<file path="src/rtl/sum_arbiter.sv">
`default_nettype none
// ============================================================================
// Module   : sum_arbiter
// Purpose  : Round-robin scheduler sharing one registered `sum` adder between
//            N_REQ requesters. Results return through a credit-protected FIFO
//            tagged with the issuing requester ID.
// Options  : SUM_ARB_OVF_EN - adds carry-out storage and the resp_ovf port
// Revision : 1.0 - initial release
// ============================================================================
module sum_arbiter #(
  parameter int N_REQ     = 4,
  parameter int WIDTH     = 8,
  parameter int SUM_LAT   = 1,
  parameter int RES_DEPTH = 4,
  localparam int ID_W     = $clog2(N_REQ)
) (
  input  logic                   clk,
  input  logic                   aresetn,
  input  logic [N_REQ-1:0]       req_valid,
  output logic [N_REQ-1:0]       req_ready,
  input  logic [N_REQ*WIDTH-1:0] req_a,
  input  logic [N_REQ*WIDTH-1:0] req_b,
  output logic [WIDTH-1:0]       sum_a,
  output logic [WIDTH-1:0]       sum_b,
  input  logic [WIDTH-1:0]       sum_c,
  output logic                   resp_valid,
  input  logic                   resp_ready,
  output logic [ID_W-1:0]        resp_id,
  output logic [WIDTH-1:0]       resp_c
`ifdef SUM_ARB_OVF_EN
  ,
  output logic                   resp_ovf
`endif
);

  localparam int PTR_W = $clog2(RES_DEPTH);
  localparam int CNT_W = $clog2(RES_DEPTH + 1);
`ifdef SUM_ARB_OVF_EN
  localparam int ENT_W = 1 + ID_W + WIDTH;
`else
  localparam int ENT_W = ID_W + WIDTH;
`endif

  // Registered state
  logic [ID_W-1:0]  rr_ptr_q, rr_ptr_d;
  logic [CNT_W-1:0] credits_q, credits_d;
  logic [WIDTH-1:0] sum_a_q, sum_a_d;
  logic [WIDTH-1:0] sum_b_q, sum_b_d;
  logic [SUM_LAT:0] tag_vld_q, tag_vld_d;
  logic [ID_W-1:0]  tag_id_q [SUM_LAT+1];
  logic [ID_W-1:0]  tag_id_d [SUM_LAT+1];
`ifdef SUM_ARB_OVF_EN
  logic [WIDTH-1:0] tag_a_q [SUM_LAT+1];
  logic [WIDTH-1:0] tag_a_d [SUM_LAT+1];
`endif
  logic [ENT_W-1:0] fifo_mem_q [RES_DEPTH];
  logic [ENT_W-1:0] fifo_mem_d [RES_DEPTH];
  logic [PTR_W-1:0] wr_ptr_q, wr_ptr_d;
  logic [PTR_W-1:0] rd_ptr_q, rd_ptr_d;
  logic [CNT_W-1:0] count_q, count_d;

  // Combinational controls
  logic             gnt_found;
  logic [ID_W-1:0]  gnt_id;
  logic             issue;
  logic             push;
  logic             pop;
  logic [ENT_W-1:0] push_entry;
  logic [ENT_W-1:0] head_entry;

  // Requester index (base + off) wrapped into 0..N_REQ-1; off is below N_REQ
  function automatic logic [ID_W-1:0] rr_add(input logic [ID_W-1:0] base, input int off);
    int s;
    s = int'(base) + off;
    if (s >= N_REQ) s = s - N_REQ;
    return s[ID_W-1:0];
  endfunction

  // FIFO pointer increment with wrap at RES_DEPTH (depth need not be a power of two)
  function automatic logic [PTR_W-1:0] ptr_inc(input logic [PTR_W-1:0] p);
    if (int'(p) == RES_DEPTH - 1) return '0;
    return p + PTR_W'(1);
  endfunction

  // Grant the first valid requester at or after rr_ptr, only while a result slot is free
  always_comb begin
    gnt_found = 1'b0;
    gnt_id    = '0;
    for (int k = 0; k < N_REQ; k++) begin
      if (!gnt_found && req_valid[rr_add(rr_ptr_q, k)]) begin
        gnt_found = 1'b1;
        gnt_id    = rr_add(rr_ptr_q, k);
      end
    end
    issue     = gnt_found && (credits_q != '0) && aresetn;
    req_ready = '0;
    if (issue) req_ready[gnt_id] = 1'b1;
  end

  assign push       = tag_vld_q[SUM_LAT];
  assign resp_valid = (count_q != '0);
  assign pop        = resp_valid && resp_ready;

`ifdef SUM_ARB_OVF_EN
  // A wrapped sum is smaller than either operand exactly when a carry occurred
  assign push_entry = {(sum_c < tag_a_q[SUM_LAT]), tag_id_q[SUM_LAT], sum_c};
  assign resp_ovf   = head_entry[ENT_W-1];
`else
  assign push_entry = {tag_id_q[SUM_LAT], sum_c};
`endif

  assign head_entry = fifo_mem_q[rd_ptr_q];
  assign resp_c     = head_entry[WIDTH-1:0];
  assign resp_id    = head_entry[WIDTH +: ID_W];
  assign sum_a      = sum_a_q;
  assign sum_b      = sum_b_q;

  // Issue path: operand registers, round-robin pointer and the ID tag pipeline
  always_comb begin
    rr_ptr_d = rr_ptr_q;
    sum_a_d  = sum_a_q;
    sum_b_d  = sum_b_q;
    if (issue) begin
      rr_ptr_d = rr_add(gnt_id, 1);
      sum_a_d  = req_a[int'(gnt_id)*WIDTH +: WIDTH];
      sum_b_d  = req_b[int'(gnt_id)*WIDTH +: WIDTH];
    end
    tag_vld_d[0] = issue;
    tag_id_d[0]  = issue ? gnt_id : tag_id_q[0];
`ifdef SUM_ARB_OVF_EN
    tag_a_d[0]   = sum_a_d;
`endif
    for (int s = 1; s <= SUM_LAT; s++) begin
      tag_vld_d[s] = tag_vld_q[s-1];
      tag_id_d[s]  = tag_id_q[s-1];
`ifdef SUM_ARB_OVF_EN
      tag_a_d[s]   = tag_a_q[s-1];
`endif
    end
  end

  // Result side: credit accounting and FIFO bookkeeping
  always_comb begin
    credits_d  = credits_q;
    fifo_mem_d = fifo_mem_q;
    wr_ptr_d   = wr_ptr_q;
    rd_ptr_d   = rd_ptr_q;
    count_d    = count_q;
    if (issue && !pop)      credits_d = credits_q - CNT_W'(1);
    else if (pop && !issue) credits_d = credits_q + CNT_W'(1);
    if (push) begin
      fifo_mem_d[wr_ptr_q] = push_entry;
      wr_ptr_d             = ptr_inc(wr_ptr_q);
    end
    if (pop) rd_ptr_d = ptr_inc(rd_ptr_q);
    if (push && !pop)      count_d = count_q + CNT_W'(1);
    else if (pop && !push) count_d = count_q - CNT_W'(1);
  end

  // State registers; reset discards every in-flight and buffered result
  always_ff @(posedge clk) begin
    if (!aresetn) begin
      rr_ptr_q  <= '0;
      credits_q <= CNT_W'(RES_DEPTH);
      sum_a_q   <= '0;
      sum_b_q   <= '0;
      tag_vld_q <= '0;
      for (int s = 0; s <= SUM_LAT; s++) begin
        tag_id_q[s] <= '0;
`ifdef SUM_ARB_OVF_EN
        tag_a_q[s]  <= '0;
`endif
      end
      for (int e = 0; e < RES_DEPTH; e++) fifo_mem_q[e] <= '0;
      wr_ptr_q  <= '0;
      rd_ptr_q  <= '0;
      count_q   <= '0;
    end else begin
      rr_ptr_q   <= rr_ptr_d;
      credits_q  <= credits_d;
      sum_a_q    <= sum_a_d;
      sum_b_q    <= sum_b_d;
      tag_vld_q  <= tag_vld_d;
      tag_id_q   <= tag_id_d;
`ifdef SUM_ARB_OVF_EN
      tag_a_q    <= tag_a_d;
`endif
      fifo_mem_q <= fifo_mem_d;
      wr_ptr_q   <= wr_ptr_d;
      rd_ptr_q   <= rd_ptr_d;
      count_q    <= count_d;
    end
  end

endmodule
`default_nettype wire

</file>
<file path="config.mk">
export PLATFORM = sky130hd
export DESIGN_NAME = sum_arbiter
export DESIGN_NICKNAME = d
export VERILOG_FILES = /design/src/rtl/sum_arbiter.sv
export SDC_FILE = /design/constraint.sdc
export NUM_CORES = 1
export LEC_CHECK = 0
export CAP_MARGIN = 20
export CORE_UTILIZATION = 43
export CTS_BUF_LIST = sky130_fd_sc_hd__clkbuf_16
export CTS_CLUSTER_DIAMETER = 200
export DETAILED_ROUTE_END_ITERATION = 8
export PLACE_DENSITY = 0.75
export SLEW_MARGIN = 5
export SYNTH_ARGS = -nofsm -noshare
export SYNTH_HDL_FRONTEND = slang
export SYNTH_SLANG_ARGS = --single-unit
</file>
<file path="constraint.sdc">
create_clock -name clk -period 2.1 [get_ports clk]
set_clock_uncertainty 0.05 [all_clocks]
set_input_delay 0.315 -clock clk [delete_from_list [all_inputs] [get_ports clk]]
set_output_delay 0.315 -clock clk [all_outputs]
set_load 0.02 [all_outputs]
</file>
; Word-level counts from Yosys, hierarchy flattened
; Index checks and enable logic that the tools add are counted.
[classes]
n_lt_le_gt_ge = 14
reduce_logical = 22
addsub = 15
n_bitwise = 2
n_eq_ne = 2
n_shift = 2
n_mux = 42
[op_table]
columns = op, n
row1 = $shiftx 32x6->8, 2
row2 = $bwmux 40, 1
row3 = $mux 10, 3
row4 = $mux 2, 13
row5 = $bmux 10 s2, 1
row6 = $demux 10 s2, 1
row7 = $ge 3x3->1 const B, 6
row8 = $lt 2x3->1 const B, 5
row9 = $mux 1, 13
row10 = $logic_and 1x1->1, 12
row11 = $mux 3, 4
row12 = $sub 2x1->2 const B, 5
row13 = $bmux 1 s2, 4
row14 = $add 2x1->3 const B, 2
row15 = $add 2x2->3 const B, 2
row16 = $add 3x1->3 const B, 2
row17 = $logic_not 1->1, 6
row18 = $not 2->3, 2
row19 = $reduce_bool 3->1, 2
row20 = $sub 3x1->3 const B, 2
row21 = $add 2x1->2 const B, 2
row22 = $eq 2x1->1 const B, 2
row23 = $mux 4, 1
row24 = $reduce_bool 2->1, 2
row25 = other kinds (4), 4
[word_totals]
inputBits = 79
register_bits = 74

; Depth between registers and ports, before layout
[logic_depth]
word_depth = 20
ltp_mapped = 10
depth_no_buf = 10

; Worst setup path after synthesis
; OpenSTA, ideal clock, no wires.
[synth_path]
kind = reg-to-reg
startpoint = register count_q[0]
endpoint = register count_q[2]
path_slack_ps = -168
t_arrival_ps = 2148
stages_incl_launch_ff = 9
t_required_ps = 1980
path_cell_list = dfxtp_1 -> or3_1 -> nand2_1 -> ha_1 -> inv_1 -> fa_1 -> xor2_1 -> or3_1 -> a21boi_1
[synth_via]
elab_chain_cells = 5
elab_cells_between_ends = 10
[synth_rtl]
columns = element, line_no
row1 = "start, declared", 60  ; logic [CNT_W-1:0] count_q, count_d;
row2 = "start signal, assigned", 191  ; count_q <= count_d;
row3 = $reduce_bool 3->1 *, 101  ; assign resp_valid = (count_q != '0);
row4 = net resp_valid, 26  ; output logic resp_valid,
row5 = $logic_and 1x1->1 *, 102  ; assign pop = resp_valid && resp_ready;
row6 = $logic_not 1->1, 156  ; if (push && !pop) count_d = count_q + CNT_W'(1);
row7 = $logic_and 1x1->1, 156
row8 = $mux 3 / $reduce_bool 2->1 (equally long branches), --
; The timed path passes the listed nets; every way through them passes the cells marked *. The select of a mux whose other input is x is not followed.
; A chain may end at the register's enable or synchronous reset.

; Final worst setup path
[layout_path]
startpoint = register rr_ptr_q[1]
endpoint = output port req_ready[0]
[layout_via]
elab_chain_cells = 19
elab_cells_between_ends = 45
[layout_rtl]
columns = element, line_no
row1 = "start, declared", 45  ; logic [ID_W-1:0] rr_ptr_q, rr_ptr_d;
row2 = "start signal, assigned", 179  ; rr_ptr_q <= rr_ptr_d;
row3 = "parallel branches: the longest is 18 deep, another holds $add 2x1->3", --
row4 = $mux 4 *, 97  ; if (issue) req_ready[gnt_id] = 1'b1;
row5 = "end, declared", 20  ; output logic [N_REQ-1:0] req_ready,
; Every way passes the cells marked *. The select of a mux whose other input is x is not followed.

==> results.md <==
- Power Dens Cells: 1156 nW/um^2
- Least-Margin Pin Slew: 615.2 ps
- Syn_nets: around 480
- Syn Area/Cell: approximately 9.8 sq um
- DRT antenna net count: 0
- Worst hold-check path type: flop to flop
- Die Wd: 95.99 um
- Power, Total: between 0.006 and 0.007 W
- DRC violations left: 0
- Rows: 33
- Wirelength per Cell: 15.62 um
- Yosys warns: 0
- Layout cells sized above 1: ~23%
- Worst path cell trace: or4_4 > nand2_8 > inv_6 > ha_4 > and2_4 > buf_6
- Final Cycle Share: 104.1%
- Outcome: finished with violations
- CP required: roughly 1700 ps
- Top Ports: between 100 and 150
- Overall Global Routing Usage: 22.07%
- Initial DRC Count: just over 70
- Final nets: approximately 610
- Crit path kind: flop to output port
- Drt pass-1 iters: 4
- Vias: ~3,300
- Top-count cell post-synth: nand2_1
- Largest net degree at the start of global routing: between 70 and 80
- Synth async-reset ratio: 0%
- Critical Path Fanout Max: 4
- Vias/cell: approximately 5.3
- Top_reg_cell synth: dfxtp_1
- First-pass GRT wire length: 15,350 um
- Number of fill cells in the layout: 633
- Final Hold Fails: 0
- Failing checks: negative setup slack
- Die area: 9214 sq um
- Max cap viols: 0
- Htree depth: 3
- GP Congestion: a little over 0.8
- CTS tree: built
- Routed WL: just under 10,000 um
- Worst skew pair latency: about 330 ps
- Crit-path max cell delay: just under 600 ps
- Antenna violations before repair: 0
- Clock tree root buffer cell: clkbuf_16
- Detailed placement HPWL: 6954 um
- Yosys cell types: 37
- Util after Layout: roughly two thirds
- Final min period: about 2200 ps
- CP max stage cell: or4_4
- Worst-path clk slew: about 60 ps
- Starting density of the core: 45.32%
- Final setup viols: 4
- Total inserted antenna cells: 0
- Cell taking the most area after synthesis: dfxtp_1
- Crit path buffers/inverters: 2
- Post-synth EDFFs: 0
- Synth top area share: about 39%
- Post-Synthesis Cells: slightly below 400
- Leakage power: between 2 and 2.5 nW
- Post-Syn Area: roughly 3800 sq um
- Crit path DAT: approximately 1800 ps
- Setup WS post-layout: -85.15 ps
- CTS Buf Count: 9
- Critical path's top delay family: simple AND/OR/NAND/NOR gates
- Vias in the first global route: approximately 3,300
- CTS Buffer Depth: 2
- IO Port Bufs: 109
- Core area: 8382 sq um
- DIE HEIGHT: ~96 um
- Startpoint class of the critical path: flop
- RSZ-0062 raised after global routing: yes
- Sequential area share after synthesis: about two fifths
- Setup_tns: -249.9 ps
- Synthesized flop and latch total: 74
- Ranking of synthesized cells by area: dfxtp_1 39%, mux2i_1 9.2%, nand2_1 9.1%
- CP Capture Type: output port
- Maximum vdd drop: about 0.68 mV
- Layout area overhead: 47.83%
- Place WS: -694.6 ps
- Max-slew violation count: 0
- Top cells by count, synth: 92 x nand2_1, 74 x dfxtp_1, 42 x a21boi_1
- GRT overflow: 0
- TritonCTS Sinks: 74
- Relative slew margins: between 50% and 60%
- F_max: 457.6 MHz
-- cell usage in the layout (no fill, tap or decap), types with 9 or more instances in the layout --
master           Yosys  layout
o221ai_2            17      16
nand3_1             20      20
nand2_1             92      91
mux4_2              10      10
clkdlybuf4s50_1      0      90
dfxtp_1             74      70
clkbuf_16            0       9
and2_1              14      10
mux2i_1             35      35
a21boi_1            42      42
buf_4                1      29
-- cell type report --
class | count | area (sq um) | share of cell area (%)
Multi-Input combinational cell | 280 | 2258 | 40.22
Sequential cell | 74 | 1491 | 26.56
Timing Repair Buffer | 142 | 1334 | 23.75
Clock buffer | 9 | 225.2 | 4.011
Clock inverter | 7 | 132.6 | 2.362
Tap cell | 105 | 131.4 | 2.340
Inverter | 10 | 42.54 | 0.7576
-- sequential cells by signal, summed over array words and instances (netlist names) --
| register | flops |
|---|---|
| count_q | 3 |
| credits_q | 3 |
| fifo_mem_q | 40 |
| push_entry | 2 |
| rd_ptr_q | 2 |
| rr_ptr_q | 2 |
| sum_a | 8 |
| sum_b | 8 |
| tag_id_d | 2 |
| tag_vld_q | 2 |
| wr_ptr_q | 2 |
-- final timing paths --
path                     start  slack [ps]           end  depth (start not counted)
setup reg to reg    count_q[2]          60    count_q[2]                          8
hold / removal    tag_vld_q[0]         390  tag_vld_q[1]                          1
setup / recovery   rr_ptr_q[1]         -90  req_ready[0]                          6
hold reg to reg   tag_vld_q[0]         390  tag_vld_q[1]                          1
-- per-layer routing --
layer	routed length [um]	part of all wire [%]	vias up	global-route usage, %
met5	0	0	-	0
met4	212	2.2	0	9.701
met3	719	7.3	19	6.635
met2	4910	50	119	39.78
met1	3952	40	1550	23.66
li1	-	-	1617	-
-- stage by stage --
stage          cells  area (sq um)  hold slack, ps
2_1_floorplan    386          3807           361.9
3_3_place_gp     604          5097           364.5
4_1_cts          624          5573           392.7
6_report         627          5615           391.9
3_5_place_dp     604          5097           382.1
5_1_grt          627          5615           418.3
-- worst reg2reg max path, cell delays in order (launching register included) --
cell	delay (ps)
dfxtp_2	320
or3_4	400
nand2_4	120
ha_4	140
inv_2	40
fa_2	330
xor2_1	150
or3_1	310
a21boi_1	110
-- kinds of logic (layout without fill, tap and decap cells) --
logic type | Yosys count | count (layout) | share of synthesized area [%]
and+or+nand+nor | 149 | 149 | 18.64
DFF | 74 | 74 | 39.00
AOI/OAI and AO/OA | 68 | 68 | 16.53
muxes | 46 | 46 | 15.45
buffers and inverters | 32 | 168 | 4.776
adders and majority gates | 13 | 13 | 4.677
xor gates and xnor gates | 4 | 4 | 0.9224
-- report_power, final --
group          internal (W)  total (W)  switching, W  leakage [nW]
sequential          0.00171    0.00191      0.000203         0.607
clock               0.00127    0.00183      0.000562         0.178
combinational       0.00142    0.00275       0.00133          1.36
-- timing repair --
item                       CTS  global route
buffers inserted             4             3
pin swaps                    6             6
setup endpoints to repair   33            31
resized for setup           66            22
hold buffers                 0             0
Note: power is estimated with default switching activity, not from simulation.
==> edit 1: new RTL, config.mk and constraints unchanged <==
The option `SUM_ARB_OVF_EN` is turned on by a define.
--- a/src/rtl/sum_arbiter.sv
+++ b/src/rtl/sum_arbiter.sv
@@ -7,6 +7,8 @@
 // Options  : SUM_ARB_OVF_EN - adds carry-out storage and the resp_ovf port
 // Revision : 1.0 - initial release
 // ============================================================================
+`define SUM_ARB_OVF_EN
+
 module sum_arbiter #(
   parameter int N_REQ     = 4,
   parameter int WIDTH     = 8,
Formal check against the unedited RTL (old outputs only; new: resp_ovf): no difference found for any inputs over 4 cycles, from zero or initial values and one cycle with aresetn low; that may be too few to reach the edited logic, so the function may still have changed.
==> edit 1 against the unedited design <==
- design area up 9.9%
- critical endpoint is now req_ready[1]
- fmax decreased by 3.1%
- area after synthesis is 17% higher
- sequential share of layout area increased by 1.4 points
- clock power decreased by 17%
- largest power group unchanged
- setup slack worse by 0.070 ns
- the flow still finishes with violations (setup timing)
- wire length increased by 12%
- synthesized cell count up 19%
- sequential cell count grew 12
- power is 2.7% higher
- count of clock-buffer cells in the layout is the same
==> edit 1: results (changes against the unedited design) <==
internal power 0.00432 W (was 0.00440 W); final worst setup slack -0.155 ns (was -0.0852 ns); pre-CTS WS -0.794 ns (was -0.695 ns); final setup fails 4 (unchanged); Min-Delay Path Class flip-flop to flip-flop (unchanged); routed length on met3 866 um (was 719 um); proportion of synthesized area in mux cells 13.3% (was 15.4%); maximum VDD drop 0.611 mV (was 0.679 mV); DP Area 0.00572 mm2 (was 0.00510 mm2); status finished with violations (unchanged); number of nets in the layout 682 (was 609); layout cell share with drive strength beyond 1 21.1% (was 22.8%); top cells by area, synth dfxtp_1 (39%), nand2_1 (9.0%), mux2i_1 (7.7%) (was dfxtp_1 (39%), mux2i_1 (9.2%), nand2_1 (9.1%)); crit path max-delay cell type or4b_4 (was or4_4); Reg2Reg Depth 7 (was 8); Post-synth top cells nand2_1 (106), dfxtp_1 (86), a21boi_0 (42) (was nand2_1 (92), dfxtp_1 (74), a21boi_1 (42)); Global Route Usage Sum 21.3% (was 22.1%); LEAKAGE 2.35 nW (was 2.15 nW); vias in the first global route 3,872 (was 3,287); Syn Nets 560 (was 478); Distinct cells, synth 42 (was 37); Worst setup startpoint rr_ptr_q[0] (was rr_ptr_q[1]); first-pass GRT wire length 18,300 um (was 15,400 um); DRT iter0 DRCs 152 (was 72); crit path DAT 1.89 ns (was 1.82 ns); adder-cell share of the synthesized area 5.98% (was 4.68%); critical path endpoint req_ready[1] (was req_ready[0]); max FFs per register 44 (was 40); largest net degree at the start of global routing 79 (was 72); final wirelength 11,000 um (was 9790 um); post-synth top area share 38.8% (was 39.0%); DRT met1 WL 4530 um (was 3950 um); Compound-Gate Fraction of Synth Area 16.7% (was 16.5%); relative slew slack 54.8% (was 59.0%); hpwl dp 7800 um (was 6950 um); R2R Path End tag_a_d[1] (was count_q[2]); dpl cells 696 (was 604); fin cells 721 (was 627); cell count after synthesis 461 (was 386); Seq/Total Area, Yosys 38.8% (was 39.0%); Routability Congestion 0.794 (was 0.821); CP max stage delay 0.56 ns (was 0.58 ns); Vias 3,760 (was 3,305); failing checks setup timing (unchanged)
edit 1: layout make-up:
| type | instances | area (um2) |
|---|---|---|
| fill | 806 | 3690 |
| multi-input combinational | 322 | 2530 |
| sequential | 86 | 1730 |
| timing repair buffer | 147 | 1400 |
| clock buffer | 9 | 225 |
| tap | 133 | 166 |
| inverter | 17 | 71.3 |
| clock inverter | 7 | 53.8 |
edit 1: power by group through the flow:
stage	Sequential (W)	Clock, W	Combinational [W]
6_report	0.00220	0.00151	0.00296
5_1_grt	0.00224	0.00161	0.00320
4_1_cts	0.00219	0.00153	0.00289
3_5_place_dp	0.00221	0	0.00268
3_3_place_gp	0.00220	0	0.00261
2_1_floorplan	0.00225	0	0.00177
edit 1: through the flow:
stage,TNS (ns),power (W),hold WS [ns]
after floorplan,0,0.00402,0.362
after global placement,-13.75,0.00480,0.364
after detailed placement,-15.27,0.00489,0.374
after CTS,-0.476,0.00661,0.391
after global routing,-0.740,0.00704,0.407
final,-0.514,0.00666,0.391
edit 1: kinds of logic (layout without fill, tap and decap cells):
kind of cell | Yosys count | in the layout
and+or+nand+nor | 168 | 168
DFF | 86 | 86
xor gates and xnor gates | 4 | 4
AOI/OAI and AO/OA | 85 | 85
buffers and inverters | 53 | 180
adders and majority gates | 20 | 20
muxes | 45 | 45
edit 1: per-layer routing:
layer / track usage, % / up-vias
li1: - / 1822
met1: 24.6 / 1762
met2: 36.5 / 154
met3: 6.04 / 22
met4: 9.83 / 0
met5: 0 / -
edit 1: what timing repair did:
item,4_1_cts,5_1_grt
endpoints found under the setup margin,35,21
resized for setup,71,26
setup buffers,5,4
pin swaps,13,8
==> edit 2: new RTL, same flow settings <==
Made on the original files. `sum_a_q` and `sum_b_q` no longer have a reset.
--- a/src/rtl/sum_arbiter.sv
+++ b/src/rtl/sum_arbiter.sv
@@ -162,8 +162,6 @@
     if (!aresetn) begin
       rr_ptr_q  <= '0;
       credits_q <= CNT_W'(RES_DEPTH);
-      sum_a_q   <= '0;
-      sum_b_q   <= '0;
       tag_vld_q <= '0;
       for (int s = 0; s <= SUM_LAT; s++) begin
         tag_id_q[s] <= '0;
@@ -178,8 +176,6 @@
     end else begin
       rr_ptr_q   <= rr_ptr_d;
       credits_q  <= credits_d;
-      sum_a_q    <= sum_a_d;
-      sum_b_q    <= sum_b_d;
       tag_vld_q  <= tag_vld_d;
       tag_id_q   <= tag_id_d;
 `ifdef SUM_ARB_OVF_EN
@@ -192,6 +188,11 @@
     end
   end
 
+  always_ff @(posedge clk) begin
+    sum_a_q <= sum_a_d;
+    sum_b_q <= sum_b_d;
+  end
+
 endmodule
 `default_nettype wire
 
Behaviour: differs if aresetn is asserted again (counterexample within 4 cycles, from zero or initial values and one cycle with aresetn low); with aresetn held inactive, the same outputs for 4 cycles.
==> edit 2 against the unedited design <==
- the run still ends with setup timing left
- highest routed layer unchanged
- setup slack lost 0.061 ns
- die area grew 10%
- wire length grew 14%
- area after synthesis grew 10%
- largest cell class unchanged
- critical path type unchanged
- largest power group unchanged
- sequential cell count is the same
- design area grew 6.2%
- global-route usage grew 1.1 points
- power shrank 2.9%
==> edit 2: results (changes against the unedited design) <==
Hold Crit Start tag_vld_q[0] (unchanged); EDFF count, synth 16 (was 0); DRT iter0 DRCs 147 (was 72); Seq/Total Area, Yosys 39.2% (was 39.0%); layout cell share with drive strength beyond 1 16.4% (was 22.8%); Syn Nets 558 (was 478); dpl cells 689 (was 604); Global Route Usage Sum 23.2% (was 22.1%); hpwl dp 7850 um (was 6950 um); final worst setup slack -0.146 ns (was -0.0852 ns); LEAKAGE 2.18 nW (was 2.15 nW); final wirelength 11,200 um (was 9790 um); relative slew slack 52.5% (was 59.0%); cell count after synthesis 466 (was 386); CP max stage delay 0.48 ns (was 0.58 ns); # fillers 771 (was 633); number of nets in the layout 668 (was 609); PD cells 1060 mW/mm2 (was 1160 mW/mm2); vias in the first global route 3,889 (was 3,287); Worst setup startpoint rr_ptr_q[0] (was rr_ptr_q[1]); Seq area share 27.6% (was 26.6%); buffer share of cell area 22.5% (was 23.8%); status finished with violations (unchanged); Plain + repair buffers 140 (was 142); pre-CTS WS -0.825 ns (was -0.695 ns); critical path endpoint req_ready[3] (was req_ready[0]); P_clk 0.00146 W (was 0.00183 W); final setup fails 4 (unchanged); crit path max-delay cell type or4_4 (unchanged); first-pass GRT wire length 18,400 um (was 15,400 um); YS warnings 0 (unchanged); invs w/o clock 8 (was 10); Switch Pwr 0.00219 W (was 0.00209 W); Fin Setup TNS -0.523 ns (was -0.250 ns); Routability Congestion 0.856 (was 0.821); flop-to-flop setup slack 0.01 ns (was 0.06 ns); Wirelength per Cell 15.8 um (was 15.6 um); multi-input logic portion of the cell area 41.8% (was 40.2%); crit path DAT 1.88 ns (was 1.82 ns); #MultiIn Comb 343 (was 280); largest net degree at the start of global routing 56 (was 72); failing checks setup timing (unchanged); Biggest register fifo_mem_q (unchanged); top cells by area, synth dfxtp_1 (28%), edfxtp_1 (11%), nand2_1 (9.9%) (was dfxtp_1 (39%), mux2i_1 (9.2%), nand2_1 (9.1%)); maximum VDD drop 0.618 mV (was 0.679 mV); Seq power 0.00196 W (was 0.00191 W); Post-synth top cells nand2_1 (110), dfxtp_1 (58), a21boi_0 (43) (was nand2_1 (92), dfxtp_1 (74), a21boi_1 (42)); drt via density 5.46 (was 5.27); critical path peak fanout 3 (was 4); Top Family by Delay on Critical Path simple AND/OR/NAND/NOR gates (unchanged); Clock buffers and inverters, area share 4.78% (was 6.37%)
[edit 2: cell count changes in the layout (fill, tap and decap cells not counted), sizes merged, moves of 14 or more]
cell	change
nand3	+14
dfxtp	-16
edfxtp	+16
a221oi	+16
o221ai	-17
mux2i	-32
nand2	+15
a21bo	+16
nor4	+16
a32oi	+16
nor3b	+17
[edit 2: worst min-delay path by stage]
stage                              end  depth (start not counted)
after floorplan           tag_vld_q[1]                          1
after detailed placement  tag_vld_q[1]                          1
after global routing      tag_vld_q[1]                          1
final                     tag_vld_q[1]                          1
after global placement    tag_vld_q[1]                          1
after CTS                 tag_vld_q[1]                          1
[edit 2: what timing repair did]
| action | 4_1_cts | 5_1_grt |
|---|---|---|
| setup buffers | 4 | 1 |
| gates resized for setup | 59 | 11 |
| setup endpoints to repair | 33 | 11 |
| pin swaps | 5 | 2 |
[edit 2: routing by layer]
metal / GRT usage (%) / wire length, um / up-vias
met5: 0 / 0 / -
met4: 7.13 / 82 / 0
met3: 4.79 / 700 / 10
met2: 42.4 / 5860 / 129
met1: 27.2 / 4550 / 1839
li1: - / - / 1901
[edit 2: kinds of logic (layout without fill, tap and decap cells)]
kind of cell             count (synthesis)  after routing  synth area share (%)
multiplexers                            15             15                  6.63
flip-flops                              74             74                  39.2
AND/OR/NAND/NOR                        208            208                  23.9
buffers and inverters                   49            164                  5.14
adder cells (fa/ha/maj)                 13             13                  4.24
XOR/XNOR                                 4              4                 0.836
AO/OA/AOI/OAI                          103            103                  20.0
[edit 2: through the flow]
stage	hold slack, ns	cell area [um2]
floorplan	0.362	4310
global placement	0.369	5550
detailed placement	0.374	5550
CTS	0.386	5940
global route	0.400	5970
finish	0.379	5970
